## config.mk

```make
export PLATFORM = sky130hd
export DESIGN_NAME = reg_file_sync
export DESIGN_NICKNAME = d
export VERILOG_FILES = /design/src/rtl/reg_file_sync.sv
export SDC_FILE = /design/constraint.sdc
export NUM_CORES = 1
export LEC_CHECK = 0
export BUFFER_PORTS_ARGS = -buffer_cell sky130_fd_sc_hd__buf_2
export CORE_MARGIN = 5
export CORE_UTILIZATION = 51
export DETAILED_ROUTE_END_ITERATION = 12
export PLACE_DENSITY = 0.73
export SETUP_SLACK_MARGIN = 0.1
export SLEW_MARGIN = 20
export SYNTH_ARGS = -nofsm -noshare
export SYNTH_HDL_FRONTEND = slang
export SYNTH_SLANG_ARGS = --single-unit
```

## constraint.sdc

```tcl
create_clock -name clk -period 1.81 [get_ports clk]
set_clock_uncertainty 0.1 [all_clocks]
set_input_delay 0.0905 -clock clk [delete_from_list [all_inputs] [get_ports clk]]
set_output_delay 0.0905 -clock clk [all_outputs]
set_load 0.005 [all_outputs]
```

## src/rtl/reg_file_sync.sv

```systemverilog
// Multi-port register file: one write port, two registered read ports with write-first forwarding.
// A clear sequencer sweeps every entry to zero after reset or on a clr_in request.
module reg_file_sync #(
    parameter int DATA_W = 8,
    parameter int ADDR_W = 2
) (
    input  logic              clk,
    input  logic              rst_n,
    input  logic              en_in,
    input  logic              we_in,
    input  logic [ADDR_W-1:0] waddr,
    input  logic [DATA_W-1:0] wdata,
    input  logic [ADDR_W-1:0] raddr_a,
    input  logic [ADDR_W-1:0] raddr_b,
    input  logic              clr_in,
    output logic [DATA_W-1:0] rdata_a,
    output logic [DATA_W-1:0] rdata_b,
    output logic              rvalid,
    output logic              busy
);
    localparam int DEPTH = 2 ** ADDR_W;

    localparam logic [0:0] ST_CLEAR = 1'b0;
    localparam logic [0:0] ST_IDLE  = 1'b1;

    logic [0:0]        r_state;
    logic [0:0]        r_state_next;
    logic [ADDR_W-1:0] r_clr_ptr;
    logic [ADDR_W-1:0] r_clr_ptr_next;
    logic              r_busy;
    logic              r_rvalid;
    logic [DATA_W-1:0] r_rdata_a;
    logic [DATA_W-1:0] r_rdata_b;
    logic [DATA_W-1:0] r_mem [DEPTH];

    logic              w_accept;
    logic              w_write;
    logic [DATA_W-1:0] w_rd_a;
    logic [DATA_W-1:0] w_rd_b;

    // clr_in outranks en_in: a clear request edge neither reads nor writes.
    assign w_accept = (r_state == ST_IDLE) && !clr_in && en_in;
    assign w_write  = w_accept && we_in;

    assign w_rd_a = (w_write && (waddr == raddr_a)) ? wdata : r_mem[raddr_a];
    assign w_rd_b = (w_write && (waddr == raddr_b)) ? wdata : r_mem[raddr_b];

    always_comb begin
        r_state_next   = r_state;
        r_clr_ptr_next = r_clr_ptr;
        case (r_state)
            ST_CLEAR: begin
                if (r_clr_ptr == ADDR_W'(DEPTH - 1)) begin
                    r_state_next   = ST_IDLE;
                    r_clr_ptr_next = '0;
                end else begin
                    r_clr_ptr_next = r_clr_ptr + ADDR_W'(1);
                end
            end
            default: begin
                if (clr_in) begin
                    r_state_next   = ST_CLEAR;
                    r_clr_ptr_next = '0;
                end
            end
        endcase
    end

    always_ff @(posedge clk) begin
        if (!rst_n) begin
            r_state   <= ST_CLEAR;
            r_clr_ptr <= '0;
            r_busy    <= 1'b1;
            r_rvalid  <= 1'b0;
            r_rdata_a <= '0;
            r_rdata_b <= '0;
        end else begin
            r_state   <= r_state_next;
            r_clr_ptr <= r_clr_ptr_next;
            r_busy    <= (r_state_next == ST_CLEAR);
            r_rvalid  <= w_accept;
            if (w_accept) begin
                r_rdata_a <= w_rd_a;
                r_rdata_b <= w_rd_b;
            end
        end
    end

    // Storage has no reset of its own; the sweep is what zeroes it.
    always_ff @(posedge clk) begin
        if (rst_n) begin
            if (r_state == ST_CLEAR) begin
                r_mem[r_clr_ptr] <= '0;
            end else if (w_write) begin
                r_mem[waddr] <= wdata;
            end
        end
    end

    assign rdata_a = r_rdata_a;
    assign rdata_b = r_rdata_b;
    assign rvalid  = r_rvalid;
    assign busy    = r_busy;
endmodule

```

### Word level (Yosys, flattened, before mapping)

Memories as Yosys holds them, arrays and structs flattened. A register that Yosys moved wholly into a read port is not among the register bits.
Cells that the tools add are included.

| word-level totals | value |
|---|---|
| flip-flop bits (word level) | 5 |
| RAM bits | 32 |
| input bits | 19 |
| output and inout bits | 18 |
| word-level logic and storage cells | 32 |
| memories kept | 1 |

| cells by class | value |
|---|---|
| $add $sub $neg | 1 |
| equal/unequal tests | 2 |
| muxes and demuxes | 16 |
| bitwise operators | 1 |
| reductions and logical operators | 7 |

Memory list:

| memory | depth | bits a word | read ports | clocked after memory_dff | write ports | RTL line | text |
|---|---|---|---|---|---|---|---|
| r_mem | 4 | 8 | 2 | 2 | 1 | 34 | `logic [DATA_W-1:0] r_mem [DEPTH];` |

Operators by type and width:

| kind | count |
|---|---|
| 2-to-1 mux 1 bit | 11 |
| 2-to-1 mux 2 bit | 4 |
| 2-to-1 mux 8 bit | 1 |
| OR reduction 8 bit | 1 |
| logical AND 1 bit | 3 |
| logical NOT 1 bit | 3 |
| adder 2 x 1 -> 2 bit (second input constant) | 1 |
| == test 2 bit (second input constant) | 1 |
| inequality test 2 bit (second input constant) | 1 |
| inverter 1 bit | 1 |

### Longest topological paths before layout

Gate-level depths: netlist of run 1.

| depth | value |
|---|---|
| depth after elaboration | 10 |
| mapped depth | 7 |
| gate-level depth less buffers | 5 |

### Worst setup path after synthesis of run 1

Ideal clock, no wire load.

| timing path | value |
|---|---|
| path kind | register -> register |
| start | register r_state |
| end | register r_rdata_b[4], in the netlist rdata_b[4] (read register of r_mem) |
| library setup time | 0.074 ns |
| arrival | 1.794 ns |
| data required time | 1.636 ns |
| setup slack | -0.158 ns |
| stages on the path, launching flop included | 8 |
| buffers on the path | 2 |
| period minus slack after synthesis | 1.968 ns |
| path through | dfxtp_1 > and4b_1 > buf_6 > a22oi_2 > a311o_1 > buf_6 > or3_1 > a31oi_1 |

| on the way | value |
|---|---|
| longest elaborated chain between the ends | 2 |

Ends and longest elaborated chain:

| what | RTL line | text |
|---|---|---|
| from (decl) | 26 | `logic [0:0] r_state;` |
| from (signal assigned) | 78 | `r_state <= r_state_next;` |
| logical AND 1 bit (2 in a row) | 42 | `assign w_accept = (r_state == ST_IDLE) && !clr_in && en_in;` |
| to (decl) | 33 | `logic [DATA_W-1:0] r_rdata_b;` |

No other way between the ends.
A chain may end at the register's enable or synchronous reset.

### Worst setup path after layout of run 1

| timing path | value |
|---|---|
| start | register r_state |
| end | register r_rdata_b[6], in the netlist rdata_b[6] (read register of r_mem) |

The elaborated chain is that of the path after synthesis.

==> out/summary.md, run 1 <==
• 0.00243 W — total power
• 0 — max-slew violation count
• 0 — DRC viols
• 10.4% — area fraction in and, or, nand and nor cells after synthesis
• 35.3% — grt met2 use
• 12.2 sq um — post-synthesis area per instance
• 0 — initial antenna violation count
• 0 — aggregate global routing overflow
• primary input to flop — worst hold-check path type
• 90 ps — clock transition at the registers of the reported paths
• 40.2% — proportion of layout cells with a drive suffix above 1
• 0% — area share of xor/xnor cells in the synthesized design
• 10000 um — global-route wire length before repair
• 207 — cell count after synthesis
• 1 — count of endpoints failing setup in the final report
• 2 — Clock Path Buffers
• 80.5 um — die height
• 6.18 — number of vias per cell
• 0.790 — Final Wtd Congestion
• 53.0% — starting utilization of the core area
• -17.5 ps — worst slack after detailed placement
• 550 MHz — maximum frequency from static timing analysis
• 310 ps — source-to-sink clock delay at the later pin of the worst-skew pair
• 53 — sinks on the clock net
• 8 — peak fanout along the critical path
• 4 — First-pass DRT Iterations
• 0 — post-detailed-route count of antenna-violating nets
• 61.5 ps — Worst Hold Margin
• 53 — register bit total from synthesis
• 0 — number of antenna cells inserted
• 200 — iteration-0 DRC count of the detailed router
• compound AO/OA/AOI/OAI gates — dominant combinational cell family by area after synthesis
• edfxtp_1 — most used flip-flop cell after synthesis
• 25.4% — met1 demand-to-capacity share in global routing
• 26.7% — P&R area growth vs syn
• 285 — final-stage net count
• 25 — placement row count
• 0 — max-cap violation count
• 2 — CTS H-tree depth
• 14.2% — multiplexer area fraction after synthesis
• 1950 ps — signal arrival time at the worst endpoint
• 378 ps — Worst Max-Slew Pin Slew
• 32 — count of flip-flops with a built-in enable after synthesis
• 0% — post-synthesis async set-or-reset flop share
• 33 — maximum number of pins on one net before global-route repair
• 0.000460 V — highest ir drop seen on vdd
• -9.28 ps — accumulated negative setup slack
• 0.00253 sq mm — Netlist Area Pre-Place
• 54.5% — sequential share of the synthesized area
• 0.494% — synthesized-area fraction occupied by adder cells
• yes — RSZ-0062 raised after global routing
• 6530 um — sum of routed wire length over all layers
• 20.8% — overall routing resource usage
• finished with violations — status
• 80.5 um — horizontal die dimension
• flop — critical path launch point type
• -9.28 ps — final worst slack
• 333 — final cell count without fillers
• -9 ps — register-to-register path setup slack
• 5.38% — global routing usage on met3
• setup timing — failing checks
• 101% — post-route fraction of the period consumed by the critical path
• 1820 ps — Period minus WS final
• 1950 ps — Worst Path Required
• 0.00479 sq mm — core area
• flop to flop — type of the worst setup path
• 4050 um — half-perimeter wire length of the detailed placement result
• 311 — placed cell count
• 36 — # port buffers
• 2057 — number of vias in the routed layout
• 33 — distinct cell type count after synthesis
• 0 — count of endpoints failing hold in the final timing report
• 1997 — vias in the first global route
• 74.8% — worst max-slew margin expressed relative to the limit
• 758 mW/mm^2 — P per Cell Area
• 1.25 nW — leakage
• 5 — number of buffers inserted during clock tree synthesis
• done — CTS tree
• flop — kind of capture point of the worst setup path
• 15.6% — complex-gate fraction of the synthesized area
• 0 — synth warn
• 19.6 um — average wire per standard cell
• clkbuf_8 — CTS root buf
• 227 — nets in the synthesized netlist
• 0.00648 sq mm — die footprint
• 37 — count of boundary I/O pins
• met2 — most used routing layer in global routing
metal layers:
| layer | wire length [um] | up-vias | part of all wire, % |
|---|---|---|---|
| met3 | 407 | 22 | 6.2 |
| li1 | - | 933 | - |
| met5 | 0 | - | 0 |
| met1 | 2620 | 1012 | 40 |
| met2 | 3290 | 90 | 50 |
| met4 | 206 | 0 | 3.2 |
cells by family after synthesis:
kind of cell / count (synthesis)
flip-flops: 53
AND/OR/NAND/NOR: 45
AO/OA/AOI/OAI: 64
multiplexers: 16
buffers and inverters: 28
adder cells (fa/ha/maj): 1
what timing repair did:
item                       CTS  global route
hold buffers                 2             0
cloned                       4             1
setup buffers                4             3
resized for setup           21            13
setup endpoints to repair   28            28
hold endpoints to repair     2             0
pin swaps                   37             6
synth_stat cells (2+ instances only):
cell type / number / area share [%]
nor2b_1: 4 / 0.99
a31oi_1: 17 / 4.2
clkbuf_1: 10 / 1.5
buf_6: 2 / 0.89
buf_1: 4 / 0.59
edfxtp_1: 32 / 38
or3_1: 16 / 3.9
nor2_1: 3 / 0.44
inv_1: 12 / 1.8
mux4_2: 16 / 14
a211oi_1: 2 / 0.59
nand2_1: 9 / 1.3
a32o_1: 4 / 1.6
a21o_1: 2 / 0.59
a21oi_1: 2 / 0.39
nand2b_1: 3 / 0.74
o21ai_0: 33 / 6.5
dfxtp_1: 21 / 17
per-stage QoR:
stage | util [%] | instance area (sq um)
global route | 67.1 | 3210
detailed placement | 60.4 | 2890
finish | 67.1 | 3210
floorplan | - | 2540
CTS | 65.5 | 3140
global placement | 60.4 | 2890
power breakdown:
part	switching, W	internal, W	total (W)
clock	0.000388	0.000273	0.000661
sequential	0.0000302	0.00133	0.00136
combinational	0.000212	0.000206	0.000417
final cells by class:
type,count,area (sq um)
Fill cell,355,1570
Sequential cell,53,1380
Clock buffer,6,72.6
Multi-Input combinational cell,129,1150
Inverter,12,45.0
Clock inverter,2,15.0
Timing Repair Buffer,64,459
Tap cell,67,83.8
cell usage in the layout, fill, tap and decap left out, types with 4 or more instances in the layout:
cell	count
nand2_1	5
or3_1	16
clkbuf_8	5
o21ai_0	32
inv_1	12
dfxtp_1	19
buf_6	7
mux4_2	16
edfxtp_1	32
a31oi_1	16
buf_4	16
nor2b_1	4
nand2_2	4
buf_2	36
worst max-delay path: stages (launching register included):
cell and delay [ps]:
dfxtp_2 350, and4b_1 240, buf_6 150, a31oi_4 110
a21o_4 250, or3_1 380, a31oi_1 160
flip-flops by register name, summed over array words and instances (netlist names):
signal,count
rdata_b,8
busy,1
rdata_a,8
r_clr_ptr,2
r_mem,32
r_state,1
rvalid,1
final timing paths:
kind / end / startpoint / cells after the start
max: rdata_b[6] / r_state / 6
min: rvalid / clr_in / 3
max reg2reg: rdata_b[6] / r_state / 6
min reg2reg: rdata_b[4] / rdata_b[4] / 2
No activity file was read; power rests on OpenSTA's default activity.
==> run 2, diff against run 1 <==
--- a/config.mk
+++ b/config.mk
@@ -6,12 +6,13 @@
 export NUM_CORES = 1
 export LEC_CHECK = 0
 export BUFFER_PORTS_ARGS = -buffer_cell sky130_fd_sc_hd__buf_2
+export CELL_PAD_IN_SITES_DETAIL_PLACEMENT = 1
+export CELL_PAD_IN_SITES_GLOBAL_PLACEMENT = 2
 export CORE_MARGIN = 5
-export CORE_UTILIZATION = 51
+export CORE_UTILIZATION = 41
 export DETAILED_ROUTE_END_ITERATION = 12
-export PLACE_DENSITY = 0.73
+export PLACE_DENSITY = 0.82
 export SETUP_SLACK_MARGIN = 0.1
-export SLEW_MARGIN = 20
 export SYNTH_ARGS = -nofsm -noshare
 export SYNTH_HDL_FRONTEND = slang
 export SYNTH_SLANG_ARGS = --single-unit
==> constraint.sdc (replaced) <==
create_clock -name clk -period 2.3 [get_ports clk]
set_clock_uncertainty 0.1 [all_clocks]
set_input_delay 0.115 -clock clk [delete_from_list [all_inputs] [get_ports clk]]
set_output_delay 0.115 -clock clk [all_outputs]
set_load 0.005 [all_outputs]
==> out/summary.md, run 2 (same netlist as run 1, synthesis figures left out) <==
• complete, no violations — status
• 0.790 — Final Wtd Congestion, about the same
• 1786 — number of vias in the routed layout, -13%
• 42.6% — starting utilization of the core area, -10 points
• 2040 ps — Period minus WS final, +223 ps
• no — RSZ-0062 raised after global routing
• 260 — final-stage net count, -8.8%
• r_mem — register name with the most flops
• 129 — iteration-0 DRC count of the detailed router, -36%
• 1804 — vias in the first global route, -9.7%
• 16 — peak fanout along the critical path, +8
• 48.3% — post-route core utilization, -19 points
• 5 — number of buffers inserted during clock tree synthesis, unchanged
• 0.000486 W — switching power, -23%
• 9980 um — global-route wire length before repair, -0.41%
• 0.000293 V — highest ir drop seen on vdd, -36%
• 32 — Largest register FFs, unchanged
• 490 MHz — maximum frequency from static timing analysis, -11%
• 0 — post-detailed-route count of antenna-violating nets, unchanged
• 88.6 um — die height, +10%
• 0 — count of endpoints failing setup in the final report, -1
• 0 — aggregate global routing overflow, unchanged
• 2 — CTS H-tree depth, unchanged
• 53 — sinks on the clock net, unchanged
• 36 — # port buffers, unchanged
• 495 ps — Worst Max-Slew Pin Slew, +117 ps
• 4 — First-pass DRT Iterations, unchanged
• 0.00596 sq mm — core area, +24%
• 26.2% — switch share, +0.37 points
• 0 ps — accumulated negative setup slack, +9.28 ps
• 0.00137 W — cell internal pwr, -24%
• 0 — max-slew violation count, unchanged
• 11.1 ps — Worst Hold Margin, -50.4 ps
• buf_2 — leading cell type in the layout, fill and taps excluded
• 310 ps — source-to-sink clock delay at the later pin of the worst-skew pair, about the same
• flop — kind of capture point of the worst setup path
• 29.3% — clock network fraction of total power, +2.1 points
• clkbuf_8 — CTS root buf
• buf_2 (36), o21ai_0 (33), edfxtp_1 (32), dfxtp_1 (21), a31oi_1 (17) — commonest cells after routing, fill and taps aside
• 0 — number of antenna cells inserted, unchanged
• 19.7 um — average wire per standard cell, +0.34%
• 33 — maximum number of pins on one net before global-route repair, unchanged
• 2 — Clock Path Buffers, unchanged
• 13.1% — Gate power share, -4.0 points
• 13.6% — P&R area growth vs syn
• 643 mW/mm^2 — P per Cell Area, -15%
• 28 — placement row count, +12%
• 2440 ps — Worst Path Required, +490 ps
• 4450 um — half-perimeter wire length of the detailed placement result, +9.8%
• 67.0% — worst max-slew margin expressed relative to the limit, -7.8 points
• 88.8% — post-route fraction of the period consumed by the critical path, -12 points
• 2180 ps — signal arrival time at the worst endpoint, +230 ps
• 37 — count of boundary I/O pins, unchanged
• 29.0% — proportion of layout cells with a drive suffix above 1, -11 points
• 0 — setup repair bufs after CTS, -4
• 0 — count of endpoints failing hold in the final timing report, unchanged
• primary input to flop — worst hold-check path type
• flop to flop — type of the worst setup path
• flop — critical path launch point type
• done — CTS tree
• 17.2% — overall routing resource usage, -3.6 points
• 0 — max-cap violation count, unchanged
• 0 — DRC viols, unchanged
• 6220 um — sum of routed wire length over all layers, -4.8%
• 57.6% — sequential share of power, +1.9 points
• 90 ps — clock transition at the registers of the reported paths, about the same
• 1.09 nW — leakage, -13%
• 0 — initial antenna violation count, unchanged
• 88.6 um — horizontal die dimension, +10%
• 0.00786 sq mm — die footprint, +21%
• 5.65 — number of vias per cell, -8.5%
-- run 2: cell count changes in the layout (fill, tap and decap cells not counted), sizes merged --
cell,change
a21o,-2
dlygate4sd3,-1
clkinv,+1
clkbuf,-1
buf,-21
clkinvlp,-1
inv,+1
a311o,-1
-- run 2: layout make-up --
| class | instances | area [sq um] |
|---|---|---|
| fillers | 661 | 3080 |
| flip-flops and latches | 53 | 1380 |
| multi-input cells | 126 | 1040 |
| repair buffers | 42 | 228 |
| well taps | 75 | 93.8 |
| clock buffers | 5 | 68.8 |
| inverters | 12 | 45.0 |
| clock inverters | 3 | 25.0 |
-- run 2: through the flow --
stage / instance area [sq um] / cells / setup slack [ps] / power (W)
floorplan: 2530 / 207 / 332 / 0.00125
global placement: 2770 / 307 / 232 / 0.00132
detailed placement: 2770 / 307 / 208 / 0.00133
CTS: 2880 / 316 / 183 / 0.00188
global route: 2880 / 316 / 122 / 0.00195
finish: 2880 / 316 / 258 / 0.00185
-- run 2: critical path: stages (launching register included) --
cell	delay, ps
dfxtp_1	470
and4b_1	280
a22oi_2	90
a311o_2	500
or3_1	380
a31oi_1	160
-- run 2: routing by layer --
layer | part of all wire [%] | up-vias | track usage [%]
met3 | 3.9 | 6 | 3.91
met5 | 0 | - | 0
met2 | 47 | 33 | 27.1
met1 | 48 | 876 | 24.4
met4 | 0.95 | 0 | 3.71
li1 | - | 871 | -
-- run 2: repair_timing --
item	in CTS	in global routing
setup endpoints to repair	0	11
gates resized for setup	0	3
hold buffers	1	0
hold endpoints to repair	1	0
-- run 2: worst paths after layout --
kind	cells after the start	slack, ps	start	to
min	3	10	clr_in	r_clr_ptr[1]
max reg2reg	5	260	r_state	rdata_b[2]
min reg2reg	2	450	rdata_b[7]	rdata_b[7]
max	5	260	r_state	rdata_b[2]
-- run 2: power groups by stage --
stage	logic, W	registers (W)	clock network (W)
3_3_place_gp	0.000239	0.00108	0
5_1_grt	0.000270	0.00107	0.000608
3_5_place_dp	0.000241	0.00109	0
4_1_cts	0.000243	0.00107	0.000567
2_1_floorplan	0.000167	0.00108	0
6_report	0.000242	0.00107	0.000543
==> run 3, diff against run 2 <==
--- a/config.mk
+++ b/config.mk
@@ -9,10 +9,10 @@
 export CELL_PAD_IN_SITES_DETAIL_PLACEMENT = 1
 export CELL_PAD_IN_SITES_GLOBAL_PLACEMENT = 2
 export CORE_MARGIN = 5
-export CORE_UTILIZATION = 41
+export CORE_UTILIZATION = 43
+export CTS_BUF_LIST = sky130_fd_sc_hd__clkbuf_2
 export DETAILED_ROUTE_END_ITERATION = 12
-export PLACE_DENSITY = 0.82
-export SETUP_SLACK_MARGIN = 0.1
+export PLACE_DENSITY = 0.86
 export SYNTH_ARGS = -nofsm -noshare
 export SYNTH_HDL_FRONTEND = slang
 export SYNTH_SLANG_ARGS = --single-unit
==> out/summary.md, run 3 (same netlist as run 1, synthesis figures left out) <==
• no — RSZ-0062 raised after global routing
• 0 — DRC viols, unchanged
• 490 ps — delay contributed by the slowest stage of the critical path, about the same
• 0 — post-detailed-route count of antenna-violating nets, unchanged
• r_mem — register name with the most flops
• 1946 — vias in the first global route, +7.9%
• 0 — count of endpoints failing setup in the final report, unchanged
• flop — critical path launch point type
• 18.1% — overall routing resource usage, +0.91 points
• 485 ps — Worst Max-Slew Pin Slew, -9.70 ps
• 470 MHz — maximum frequency from static timing analysis, -3.9%
• 0 — aggregate global routing overflow, unchanged
• 1891 — number of vias in the routed layout, +5.9%
• 4510 um — half-perimeter wire length of the detailed placement result, +1.2%
• 78 — iteration-0 DRC count of the detailed router, -40%
• 28 — placement row count, unchanged
• 0.00278 sq mm — placed cell areas, +0.27%
• 1.13 nW — leakage, +4.2%
• 2 — CTS H-tree depth, unchanged
• 2 — Clock Path Buffers, unchanged
• 0.00753 sq mm — die footprint, -4.1%
• complete, no violations — status
• 0 — max-slew violation count, unchanged
• 2420 ps — signal arrival time at the worst endpoint, +240 ps
• 43.6% — starting utilization of the core area, +1.0 points
• 0.00296 sq mm — finished layout cell area, +2.8%
• 16 — peak fanout along the critical path, unchanged
• 33 — maximum number of pins on one net before global-route repair, unchanged
• 0 ps — accumulated negative setup slack, unchanged
• 27.2% — proportion of layout cells with a drive suffix above 1, -1.9 points
• 0.000312 V — highest ir drop seen on vdd, +6.3%
• 67.6% — worst max-slew margin expressed relative to the limit, +0.65 points
• flop — kind of capture point of the worst setup path
• 2130 ps — Period minus WS final, +83.4 ps
• 310 ps — clock transition at the registers of the reported paths, +220 ps
• 4 — First-pass DRT Iterations, unchanged
• 329 — final cell count without fillers, +4.1%
• 0.00173 W — total power, -6.7%
• 0 — setup repair bufs after CTS, unchanged
• 86.8 um — horizontal die dimension, -2.1%
• 644 — Fillers, -2.6%
• a311o_1 — worst-path cell with the longest stage delay
• 143 ps — worst slack after detailed placement, -64.5 ps
• 0.00138 sq mm — Seq. cell area, about the same
• 6510 um — sum of routed wire length over all layers, +4.6%
• 2590 ps — Worst Path Required, +150 ps
• 5 — number of buffers inserted during clock tree synthesis, unchanged
• 0 — max-cap violation count, unchanged
• 19.8 um — average wire per standard cell, +0.51%
• 0 — number of antenna cells inserted, unchanged
• 174 ps — final worst slack, -83.4 ps
• 0 — count of endpoints failing hold in the final timing report, unchanged
• clkbuf_2 — CTS root buf
• 273 — final-stage net count, +5.0%
• 0.00582 sq mm — core area, -2.4%
• 32 — Largest register FFs, unchanged
• 470 ps — source-to-sink clock delay at the later pin of the worst-skew pair, +160 ps
• 53 — sinks on the clock net, unchanged
• 584 mW/mm^2 — P per Cell Area, -9.2%
• and4b_1, a22oi_2, a311o_1, or3_1, a31oi_1 — cell-by-cell listing of the critical path
• primary input to flop — worst hold-check path type
• done — CTS tree
• 308 — placed cell count, +0.33%
• 0.765 — Final Wtd Congestion, -3.2%
• 36 — # port buffers, unchanged
• 92.4% — post-route fraction of the period consumed by the critical path, +3.6 points
• 86.8 um — die height, -2.1%
• 10300 um — global-route wire length before repair, +3.5%
• 5.75 — number of vias per cell, +1.7%
• flop to flop — type of the worst setup path
• 37 — count of boundary I/O pins, unchanged
• buf_2 (36), o21ai_0 (33), edfxtp_1 (32), dfxtp_1 (20), a31oi_1 (17) — commonest cells after routing, fill and taps aside
• 0.00103 sq mm — footprint of the multi-input gates, -0.36%
• buf_2 — leading cell type in the layout, fill and taps excluded
• 0 — initial antenna violation count, unchanged
• 16.8% — P&R area growth vs syn
## run 3: cell types whose count changed in the layout (fill, tap and decap cells not counted), moves of 2 or more
cell,previous run,this run
a21o_2,2,0
clkbuf_2,0,5
a21o_1,0,2
clkbuf_8,5,0
dlygate4sd3_1,1,13
## run 3: critical path, delay by kind of cell (launching register included)
kind	cells	cell delay [ps]
AOI/OAI and AO/OA	3	780
DFF	1	470
and+or+nand+nor	2	730
## run 3: repair_timing
item                       CTS  global route
hold buffers                13             0
setup endpoints to repair    0             7
gates resized for setup      0             1
hold endpoints to repair    52             0
## run 3: area by class of cell
class	count	area share (%)
clock buffers	5	0.845
clock inverters	3	0.845
inverters	12	1.52
multi-input cells	126	34.9
flip-flops and latches	53	46.7
well taps	75	3.17
repair buffers	55	12.0
## run 3: path summary, 6_finish.rpt
path | cells past startpoint | slack (ps) | start | to
setup / recovery | 5 | 170 | r_state | rdata_b[2]
hold / removal | 2 | 230 | waddr[1] | r_mem[2][1]
setup reg to reg | 5 | 170 | r_state | rdata_b[2]
hold reg to reg | 2 | 470 | rdata_a[0] | rdata_a[0]
## run 3: metal layers
layer	routed length (um)	share of wire (%)	vias to the layer above	track usage, %
met5	0	0	-	0
met3	337	5.2	6	3.52
li1	-	-	898	-
met1	2860	44	934	24.0
met2	3220	49	53	30.2
met4	92	1.4	0	5.24
## run 3: power breakdown
part	internal, W	switching, W	total, W
Combinational	0.000118	0.000140	0.000258
Clock	0.0000834	0.000317	0.000400
Sequential	0.00104	0.0000260	0.00107
Total	0.00125	0.000483	0.00173
## run 3: through the flow
step,util (%),hold WS (ps)
2_1_floorplan,-,168
3_3_place_gp,47.8,307
3_5_place_dp,47.8,305
4_1_cts,50.9,212
5_1_grt,50.9,183
6_report,50.9,226
